### src/rtl/legv8_pkg.sv
`default_nettype none
// ============================================================================
// Module   : legv8_pkg
// Brief    : Opcodes, state codes and mux encodings for the multicycle control
// Revision : 1.0
// ============================================================================
package legv8_pkg;

    typedef enum logic [3:0] {
        S_FETCH    = 4'd0,
        S_DECODE   = 4'd1,
        S_MEMADDR  = 4'd2,
        S_MEMREAD  = 4'd3,
        S_MEMWB    = 4'd4,
        S_MEMWRITE = 4'd5,
        S_EXEC_R   = 4'd6,
        S_RWB      = 4'd7,
        S_CBZ      = 4'd8,
        S_B        = 4'd9,
        S_BL       = 4'd10,
        S_BR       = 4'd11,
        S_HALT     = 4'd15
    } state_e;

    localparam logic [10:0] OP_LDUR   = 11'h7C2;
    localparam logic [10:0] OP_STUR   = 11'h7C0;
    localparam logic [10:0] OP_ADD    = 11'h458;
    localparam logic [10:0] OP_SUB    = 11'h658;
    localparam logic [10:0] OP_AND    = 11'h450;
    localparam logic [10:0] OP_ORR    = 11'h550;
    localparam logic [10:0] OP_BR     = 11'h6B0;
    localparam logic [7:0]  OP_CBZ_HI = 8'hB4;
    localparam logic [5:0]  OP_B_HI   = 6'h05;
    localparam logic [5:0]  OP_BL_HI  = 6'h25;

    localparam logic [1:0] SRCB_REG   = 2'b00;
    localparam logic [1:0] SRCB_FOUR  = 2'b01;
    localparam logic [1:0] SRCB_DIMM  = 2'b10;
    localparam logic [1:0] SRCB_BROFF = 2'b11;

    localparam logic [1:0] ALU_ADD    = 2'b00;
    localparam logic [1:0] ALU_PASSB  = 2'b01;
    localparam logic [1:0] ALU_FUNCT  = 2'b10;
    localparam logic [1:0] ALU_PASSA  = 2'b11;

    localparam logic [1:0] PCS_ALU    = 2'b00;
    localparam logic [1:0] PCS_ALUOUT = 2'b01;
    localparam logic [1:0] PCS_REGA   = 2'b10;

    typedef struct packed {
        logic mem_ld;
        logic mem_st;
        logic rtype;
        logic cbz;
        logic b;
        logic bl;
        logic br;
        logic illegal;
    } op_class_t;

endpackage
`default_nettype wire

### src/rtl/legv8_multicycle_control_if.sv
`default_nettype none
// ============================================================================
// Module   : legv8_multicycle_control_if
// Brief    : Control <-> datapath bundle; master is the sequencer side
// Revision : 1.0
// ============================================================================
interface legv8_multicycle_control_if;
    logic [10:0] iOp;
    logic        iZero;
    logic        iMemReady;
    logic        oPCWrite;
    logic        oPCWriteCond;
    logic        oIorD;
    logic        oMemRead;
    logic        oMemWrite;
    logic        oIRWrite;
    logic        oReg2Loc;
    logic        oRegWrite;
    logic        oMemtoReg;
    logic        oRegDst;
    logic        oALUSrcA;
    logic [1:0]  oALUSrcB;
    logic [1:0]  oOpALU;
    logic [1:0]  oPCSource;
    logic [3:0]  oState;
    logic        oRetire;
    logic        oIllegal;

    modport master (
        input  iOp, iZero, iMemReady,
        output oPCWrite, oPCWriteCond, oIorD, oMemRead, oMemWrite, oIRWrite,
               oReg2Loc, oRegWrite, oMemtoReg, oRegDst, oALUSrcA, oALUSrcB,
               oOpALU, oPCSource, oState, oRetire, oIllegal
    );

    modport slave (
        output iOp, iZero, iMemReady,
        input  oPCWrite, oPCWriteCond, oIorD, oMemRead, oMemWrite, oIRWrite,
               oReg2Loc, oRegWrite, oMemtoReg, oRegDst, oALUSrcA, oALUSrcB,
               oOpALU, oPCSource, oState, oRetire, oIllegal
    );
endinterface
`default_nettype wire

### src/rtl/legv8_op_class.sv
`default_nettype none
// ============================================================================
// Module   : legv8_op_class
// Brief    : Classifies IR[31:21] into a one-hot instruction class
// Revision : 1.0
// ============================================================================
module legv8_op_class
    import legv8_pkg::*;
(
    input  logic [10:0] op_i,
    output op_class_t   class_o
);
    always_comb begin
        class_o = '0;
        if (op_i == OP_LDUR)                          class_o.mem_ld  = 1'b1;
        else if (op_i == OP_STUR)                     class_o.mem_st  = 1'b1;
        else if (op_i == OP_ADD || op_i == OP_SUB ||
                 op_i == OP_AND || op_i == OP_ORR)    class_o.rtype   = 1'b1;
        else if (op_i == OP_BR)                       class_o.br      = 1'b1;
        else if (op_i[10:3] == OP_CBZ_HI)             class_o.cbz     = 1'b1;
        else if (op_i[10:5] == OP_B_HI)               class_o.b       = 1'b1;
        else if (op_i[10:5] == OP_BL_HI)              class_o.bl      = 1'b1;
        else                                          class_o.illegal = 1'b1;
    end
endmodule
`default_nettype wire

### src/rtl/legv8_multicycle_control.sv
`default_nettype none
// ============================================================================
// Module   : legv8_multicycle_control
// Brief    : Multicycle LEGv8 sequencer driving datapath muxes and strobes
// Revision : 1.0
// ============================================================================
module legv8_multicycle_control
    import legv8_pkg::*;
(
    input  wire logic                    iCLK,
    input  wire logic                    iRST_n,
    legv8_multicycle_control_if.master   bus
);
    state_e    state_q, state_d;
    logic      run_q;
    op_class_t cls;

    legv8_op_class u_op_class (
        .op_i    (bus.iOp),
        .class_o (cls)
    );

    // run_q holds off the first FETCH until the edge after reset release.
    always_ff @(posedge iCLK or negedge iRST_n) begin
        if (!iRST_n) begin
            state_q <= S_FETCH;
            run_q   <= 1'b0;
        end else begin
            run_q   <= 1'b1;
            state_q <= run_q ? state_d : S_FETCH;
        end
    end

    assign bus.oState = state_q;

    always_comb begin
        state_d          = state_q;
        bus.oPCWrite     = 1'b0;
        bus.oPCWriteCond = 1'b0;
        bus.oIorD        = 1'b0;
        bus.oMemRead     = 1'b0;
        bus.oMemWrite    = 1'b0;
        bus.oIRWrite     = 1'b0;
        bus.oReg2Loc     = 1'b0;
        bus.oRegWrite    = 1'b0;
        bus.oMemtoReg    = 1'b0;
        bus.oRegDst      = 1'b0;
        bus.oALUSrcA     = 1'b0;
        bus.oALUSrcB     = SRCB_REG;
        bus.oOpALU       = ALU_ADD;
        bus.oPCSource    = PCS_ALU;
        bus.oRetire      = 1'b0;
        bus.oIllegal     = 1'b0;
        if (run_q) begin
            case (state_q)
                S_FETCH: begin
                    bus.oMemRead = 1'b1;
                    bus.oALUSrcB = SRCB_FOUR;
                    if (bus.iMemReady) begin
                        bus.oIRWrite = 1'b1;
                        bus.oPCWrite = 1'b1;
                        state_d      = S_DECODE;
                    end
                end
                S_DECODE: begin
                    bus.oALUSrcB = SRCB_BROFF;
                    bus.oReg2Loc = cls.mem_st | cls.cbz;
                    if (cls.mem_ld | cls.mem_st) state_d = S_MEMADDR;
                    else if (cls.rtype)          state_d = S_EXEC_R;
                    else if (cls.cbz)            state_d = S_CBZ;
                    else if (cls.b)              state_d = S_B;
                    else if (cls.bl)             state_d = S_BL;
                    else if (cls.br)             state_d = S_BR;
                    else                         state_d = S_HALT;
                end
                S_MEMADDR: begin
                    bus.oALUSrcA = 1'b1;
                    bus.oALUSrcB = SRCB_DIMM;
                    state_d      = cls.mem_st ? S_MEMWRITE : S_MEMREAD;
                end
                S_MEMREAD: begin
                    bus.oIorD    = 1'b1;
                    bus.oMemRead = 1'b1;
                    if (bus.iMemReady) state_d = S_MEMWB;
                end
                S_MEMWB: begin
                    bus.oRegWrite = 1'b1;
                    bus.oMemtoReg = 1'b1;
                    bus.oRetire   = 1'b1;
                    state_d       = S_FETCH;
                end
                S_MEMWRITE: begin
                    bus.oIorD     = 1'b1;
                    bus.oMemWrite = 1'b1;
                    bus.oReg2Loc  = 1'b1;
                    if (bus.iMemReady) begin
                        bus.oRetire = 1'b1;
                        state_d     = S_FETCH;
                    end
                end
                S_EXEC_R: begin
                    bus.oALUSrcA = 1'b1;
                    bus.oOpALU   = ALU_FUNCT;
                    state_d      = S_RWB;
                end
                S_RWB: begin
                    bus.oRegWrite = 1'b1;
                    bus.oRetire   = 1'b1;
                    state_d       = S_FETCH;
                end
                S_CBZ: begin
                    bus.oReg2Loc     = 1'b1;
                    bus.oOpALU       = ALU_PASSB;
                    bus.oPCWriteCond = 1'b1;
                    bus.oPCSource    = PCS_ALUOUT;
                    bus.oRetire      = 1'b1;
                    state_d          = S_FETCH;
                end
                S_B: begin
                    bus.oPCWrite  = 1'b1;
                    bus.oPCSource = PCS_ALUOUT;
                    bus.oRetire   = 1'b1;
                    state_d       = S_FETCH;
                end
                // PC-select on SrcA with pass-A writes the already-incremented PC to X30.
                S_BL: begin
                    bus.oPCWrite  = 1'b1;
                    bus.oPCSource = PCS_ALUOUT;
                    bus.oRegWrite = 1'b1;
                    bus.oRegDst   = 1'b1;
                    bus.oOpALU    = ALU_PASSA;
                    bus.oRetire   = 1'b1;
                    state_d       = S_FETCH;
                end
                S_BR: begin
                    bus.oPCWrite  = 1'b1;
                    bus.oPCSource = PCS_REGA;
                    bus.oRetire   = 1'b1;
                    state_d       = S_FETCH;
                end
                default: begin
                    bus.oIllegal = 1'b1;
                    state_d      = S_HALT;
                end
            endcase
        end
    end
endmodule
`default_nettype wire

### src/flat_wrapper.sv
// flat-port wrapper written by rule: the top's interface ports become plain ports
module legv8_multicycle_control_flat import legv8_pkg::*;
  (iCLK, iRST_n, bus_iOp, bus_iZero, bus_iMemReady, bus_oPCWrite, bus_oPCWriteCond, bus_oIorD, bus_oMemRead, bus_oMemWrite, bus_oIRWrite, bus_oReg2Loc, bus_oRegWrite, bus_oMemtoReg, bus_oRegDst, bus_oALUSrcA, bus_oALUSrcB, bus_oOpALU, bus_oPCSource, bus_oState, bus_oRetire, bus_oIllegal);
  legv8_multicycle_control_if bus_i ();
  input  wire logic iCLK;
  input  wire logic iRST_n;
  input wire logic [$bits(bus_i.iOp)-1:0] bus_iOp;
  input wire logic [$bits(bus_i.iZero)-1:0] bus_iZero;
  input wire logic [$bits(bus_i.iMemReady)-1:0] bus_iMemReady;
  output wire logic [$bits(bus_i.oPCWrite)-1:0] bus_oPCWrite;
  output wire logic [$bits(bus_i.oPCWriteCond)-1:0] bus_oPCWriteCond;
  output wire logic [$bits(bus_i.oIorD)-1:0] bus_oIorD;
  output wire logic [$bits(bus_i.oMemRead)-1:0] bus_oMemRead;
  output wire logic [$bits(bus_i.oMemWrite)-1:0] bus_oMemWrite;
  output wire logic [$bits(bus_i.oIRWrite)-1:0] bus_oIRWrite;
  output wire logic [$bits(bus_i.oReg2Loc)-1:0] bus_oReg2Loc;
  output wire logic [$bits(bus_i.oRegWrite)-1:0] bus_oRegWrite;
  output wire logic [$bits(bus_i.oMemtoReg)-1:0] bus_oMemtoReg;
  output wire logic [$bits(bus_i.oRegDst)-1:0] bus_oRegDst;
  output wire logic [$bits(bus_i.oALUSrcA)-1:0] bus_oALUSrcA;
  output wire logic [$bits(bus_i.oALUSrcB)-1:0] bus_oALUSrcB;
  output wire logic [$bits(bus_i.oOpALU)-1:0] bus_oOpALU;
  output wire logic [$bits(bus_i.oPCSource)-1:0] bus_oPCSource;
  output wire logic [$bits(bus_i.oState)-1:0] bus_oState;
  output wire logic [$bits(bus_i.oRetire)-1:0] bus_oRetire;
  output wire logic [$bits(bus_i.oIllegal)-1:0] bus_oIllegal;
  assign bus_i.iOp = bus_iOp;
  assign bus_i.iZero = bus_iZero;
  assign bus_i.iMemReady = bus_iMemReady;
  assign bus_oPCWrite = bus_i.oPCWrite;
  assign bus_oPCWriteCond = bus_i.oPCWriteCond;
  assign bus_oIorD = bus_i.oIorD;
  assign bus_oMemRead = bus_i.oMemRead;
  assign bus_oMemWrite = bus_i.oMemWrite;
  assign bus_oIRWrite = bus_i.oIRWrite;
  assign bus_oReg2Loc = bus_i.oReg2Loc;
  assign bus_oRegWrite = bus_i.oRegWrite;
  assign bus_oMemtoReg = bus_i.oMemtoReg;
  assign bus_oRegDst = bus_i.oRegDst;
  assign bus_oALUSrcA = bus_i.oALUSrcA;
  assign bus_oALUSrcB = bus_i.oALUSrcB;
  assign bus_oOpALU = bus_i.oOpALU;
  assign bus_oPCSource = bus_i.oPCSource;
  assign bus_oState = bus_i.oState;
  assign bus_oRetire = bus_i.oRetire;
  assign bus_oIllegal = bus_i.oIllegal;
  legv8_multicycle_control u_core (.iCLK(iCLK), .iRST_n(iRST_n), .bus(bus_i));
endmodule
### config.mk
export PLATFORM = sky130hd
export DESIGN_NAME = legv8_multicycle_control_flat
export DESIGN_NICKNAME = d
export VERILOG_FILES = /design/src/rtl/legv8_pkg.sv /design/src/rtl/legv8_multicycle_control_if.sv /design/src/rtl/legv8_op_class.sv /design/src/rtl/legv8_multicycle_control.sv /design/src/flat_wrapper.sv
export SDC_FILE = /design/constraint.sdc
export NUM_CORES = 1
export LEC_CHECK = 0
export CORE_ASPECT_RATIO = 1.2
export CORE_MARGIN = 2
export CORE_UTILIZATION = 40
export DETAILED_ROUTE_END_ITERATION = 10
export HOLD_SLACK_MARGIN = 0.15
export PLACE_DENSITY = 0.8
export SYNTH_ARGS = -nofsm -noshare
export SYNTH_HDL_FRONTEND = slang
export SYNTH_SLANG_ARGS = --single-unit
### constraint.sdc
create_clock -name iCLK -period 1.8 [get_ports iCLK]
set_input_delay 0.45 -clock iCLK [delete_from_list [all_inputs] [get_ports iCLK]]
set_output_delay 0.45 -clock iCLK [all_outputs]
set_load 0.02 [all_outputs]
==> metrics.cfg, run 1 <==
[logic_synthesis]
ys_seq_area_share_pct = 16.4
synth_top_area_share_pct = 16.4
synthFlopType = dfrtp_1
synth_cell_types = 41
synth_seq_cells = 5
post-synth-top-count-cell = nor2_1
async_reset_ff_share_pct = 100
synth.avg_cell_area_um2 = 6.99
synth_commonest_cells = nor2_1 (14), nand2_1 (13), o21ai_0 (11)
synth.area.top_cells = dfrtp_1 (16%), o21ai_0 (7.2%), nor2_1 (6.9%)
synthCells = 109
synth_edf_count = 0
ys_warn_count = 0
synth_area_um2 = 762
syn_nets = 124
yosysTopAreaCell = dfrtp_1

[place]
port_buffers = 36
dp_slack_ns = -1.06
dp_hpwl_mm = 2.21
place.gp.congestion = 0.823

[outcome]
tool.error = [ERROR DPL-0038] Utilization greater than 100%, impossible to legalize
lastStage = global routing (5_1_grt)
outcome = aborted with a tool error

[timing]
worstEpCategory = top-level output
worst_endpoint = bus_oReg2Loc

[die]
start_util_pct = 42.1
ios = 38
die_height_um = 51.8
die_w_um = 43.8
num_rows = 17

[clock_tree]
clock_path_buffers = 2
htree_levels = 1
cts_sinks = 5
root_buffer = clkbuf_4
cts-buffers-inserted = 3

[grt]
grt_start_max_net_pins = 11

==> stage by stage <==
stage	cell area, um^2	instances	hold WS, ns
2_1_floorplan	777	109	0.154
3_3_place_gp	1400	197	0.670
3_5_place_dp	1400	197	0.680
4_1_cts	1530	211	0.414
==> repair_timing <==
item | in CTS
hold buffers | 0
pin swaps | 13
setup endpoints to repair | 26
buffers inserted | 10
gates resized for setup | 147
==> cells by family after synthesis <==
kind of cell,share of synthesized area [%]
simple gates,46.3
compound gates,24.6
buf+inv,9.52
flops,16.4
xor+xnor,1.15
mux,1.48
other cells,0.492
==> inputs of run 2 (changes only) <==
Settings changed: CORE_AREA from default to 2 2 63 65, CORE_ASPECT_RATIO 1.2 to default, CORE_MARGIN 2 to default, CORE_UTILIZATION 40 to default, DIE_AREA from default to 0 0 65 67, HOLD_SLACK_MARGIN 0.15 to default, PLACE_DENSITY 0.8 to default, PLACE_DENSITY_LB_ADDON from default to 0.15.
==> metrics.cfg, run 2 <==
[logic_synthesis]
async_reset_ff_share_pct = 100
syn_nets = 124
synth-simple-area-share_pct = 46.3
synthFlopType = dfrtp_1
synth_edf_count = 0
synth.area.top_cells = dfrtp_1 (16%), o21ai_0 (7.2%), nor2_1 (6.9%)
synthCells = 109
synth-compound-area-share_pct = 24.6
yosysTopAreaCell = dfrtp_1
synth_seq_cells = 5
post-synth-top-count-cell = nor2_1
synth_top_family_by_area = simple AND/OR/NAND/NOR gates
synth_cell_types = 41
synth_top_area_share_pct = 16.4
ys_seq_area_share_pct = 16.4
synth_adder_area_share_pct = 0
synth_area_um2 = 762
synth_commonest_cells = nor2_1 (14), nand2_1 (13), o21ai_0 (11)
synth_mux_area_share_pct = 1.48
ys_warn_count = 0
synth_xor_xnor_area_share_pct = 1.15
synth.avg_cell_area_um2 = 6.99

[timing]
period_share_pct = 105
rsz0062_at_grt = yes
fin_setup_tns_ns = -0.180
fin_skew_ns = 0.00479
fmax_ghz = 0.530
setup_viol = 6
drv_slew = 0
finalCriticalPeriod_ns = 1.89
worst_slack_ns = -0.0852
finalHoldViolCount = 0

[drt]
drc = 0
wl_mm = 2.92
vias_per_cell = 4.62
drt-initial-drc-count = 50
wl_per_cell_um = 12.3
dr.pass1.iters = 4
num_vias = 1099
ant_nets = 0

[final_layout]
regArea_um2 = 131
final_cell_mix = buf_4 (47), buf_6 (14), nor2_1 (13), nand2_1 (10), clkbuf_2 (8)
multi_input_area_um2 = 688
n_fill_cell = 388
drive_gt1_share_pct = 60.0
nets = 206
final_common_cell = buf_4
largest_register_ffs = 4
n_antenna_cell = 0
postLayoutCoreUtil_pct = 46.5
areaGrowthSynthToFinish_pct = 120

[setup_path]
end_kind = output pin
cp_max_fo = 4
critPathKind = flip-flop to output pin
worstPathArrival_ns = 1.44
setup.worst_path.start_class = flip-flop
required_ns = 1.35

[grt]
antenna_found_initial = 0
gr-total-overflow = 0
grt_pass1_vias = 1064
track_usage_pct = 13.7
grt_start_max_net_pins = 13
grt_pass1_wl_mm = 4.67

[clock_tree]
cts-buffers-inserted = 3
root_buffer = clkbuf_8
cts_sinks = 5
clk-insertion-delay-late_ns = 0.22
cts_tree = built
clock_path_buffers = 2
htree_levels = 1
path_clk_slew_ns = 0.04

[pwr]
p_leak_nw = 0.812
switching_share_pct = 42.2
p_sw_uw = 995
clock_power_share_pct = 8.9
comb_power_share_pct = 80.3
power.internal_mw = 1.36
vdd_drop_max_mv = 0.377
power_density_nw_per_um2 = 1400
pwr-share-seq_pct = 10.8

[place]
port_buffers = 36
place.gp.congestion = 0.787
dp_hpwl_mm = 2.09

[die]
dieArea_um2 = 4360
die_height_um = 67
core_area_um2 = 3610
die_w_um = 65
ios = 38
start_util_pct = 21.1
num_rows = 22

[outcome]
outcome = finished, violations left
violations = setup timing

[worst_hold_path]
hold_path.class = input pin to asynchronous set/reset pin

[flow_run]
max-cap-violations = 0

-- run 2: cell counts after synthesis --
Identical to the previous run, type by type.
-- run 2: power by group through the flow --
| stage | registers, mW | clock network, mW | logic [mW] |
|---|---|---|---|
| 2_1_floorplan | 0.259 | 0 | 0.750 |
| 3_3_place_gp | 0.233 | 0 | 1.42 |
| 3_5_place_dp | 0.234 | 0 | 1.42 |
| 4_1_cts | 0.237 | 0.214 | 1.69 |
| 5_1_grt | 0.264 | 0.221 | 2.03 |
| 6_report | 0.256 | 0.209 | 1.89 |
-- run 2: cell type report --
cell class | count | share of cell area (%)
sequential | 5 | 7.83
tap | 48 | 3.58
clock buffer | 4 | 2.68
multi-input combinational | 95 | 41.0
timing repair buffer | 84 | 44.4
inverter | 2 | 0.447
-- run 2: cell families after synthesis --
| group | Yosys count |
|---|---|
| mux | 1 |
| buf+inv | 9 |
| flops | 5 |
| other cells | 1 |
| simple gates | 62 |
| compound gates | 30 |
| xor+xnor | 1 |
-- run 2: timing repair --
item                                    in CTS  in global routing
hold buffers                                 0                  0
pin swaps                                   11                 15
resized for setup                          126                 59
cloned                                       1                  1
endpoints found under the setup margin      27                 22
setup buffers                                9                  2
-- run 2: stage by stage --
| stage | cells | area [um^2] | total power [mW] | setup slack, ns | hold slack, ns |
|---|---|---|---|---|---|
| finish | 238 | 1680 | 2.36 | -0.0852 | 0.446 |
| floorplan | 109 | 777 | 1.01 | -0.118 | 0.154 |
| global route | 238 | 1680 | 2.51 | -0.158 | 0.468 |
| global placement | 221 | 1400 | 1.66 | -0.988 | 0.679 |
| CTS | 235 | 1560 | 2.14 | -0.226 | 0.448 |
| detailed placement | 221 | 1400 | 1.65 | -1.01 | 0.685 |
-- run 2: worst max-delay path, stage by stage (launching register included) --
cell	delay, ns
dfrtp_2	0.45
nand2b_4	0.17
or2_4	0.24
nand2_2	0.07
a22oi_2	0.05
nor2b_2	0.12
buf_6	0.12
-- run 2: final timing paths --
| kind | start | endpoint | slack (ns) | depth (start not counted) |
|---|---|---|---|---|
| setup / recovery | u_core.bus.oState[2] | bus_oRegWrite | -0.09 | 6 |
| hold / removal | iRST_n | u_core.run_q | 0.45 | 1 |
| setup reg to reg | u_core.bus.oState[0] | u_core.bus.oState[1] | 0.02 | 7 |
| hold reg to reg | u_core.run_q | u_core.bus.oState[3] | 0.70 | 2 |
| max in group asynchronous | iRST_n | u_core.bus.oState[0] | 1.15 | 1 |
| min in group iCLK | bus_iOp[10] | u_core.bus.oState[0] | 0.65 | 5 |
-- run 2: routing by layer --
layer	vias up	global-route usage, %	wire [um]
li1	553	-	-
met1	507	14.5	1110
met2	32	27.3	1620
met3	7	1.86	129
met4	0	4.79	54
met5	-	0	0
No activity file was read; power rests on OpenSTA's default activity.
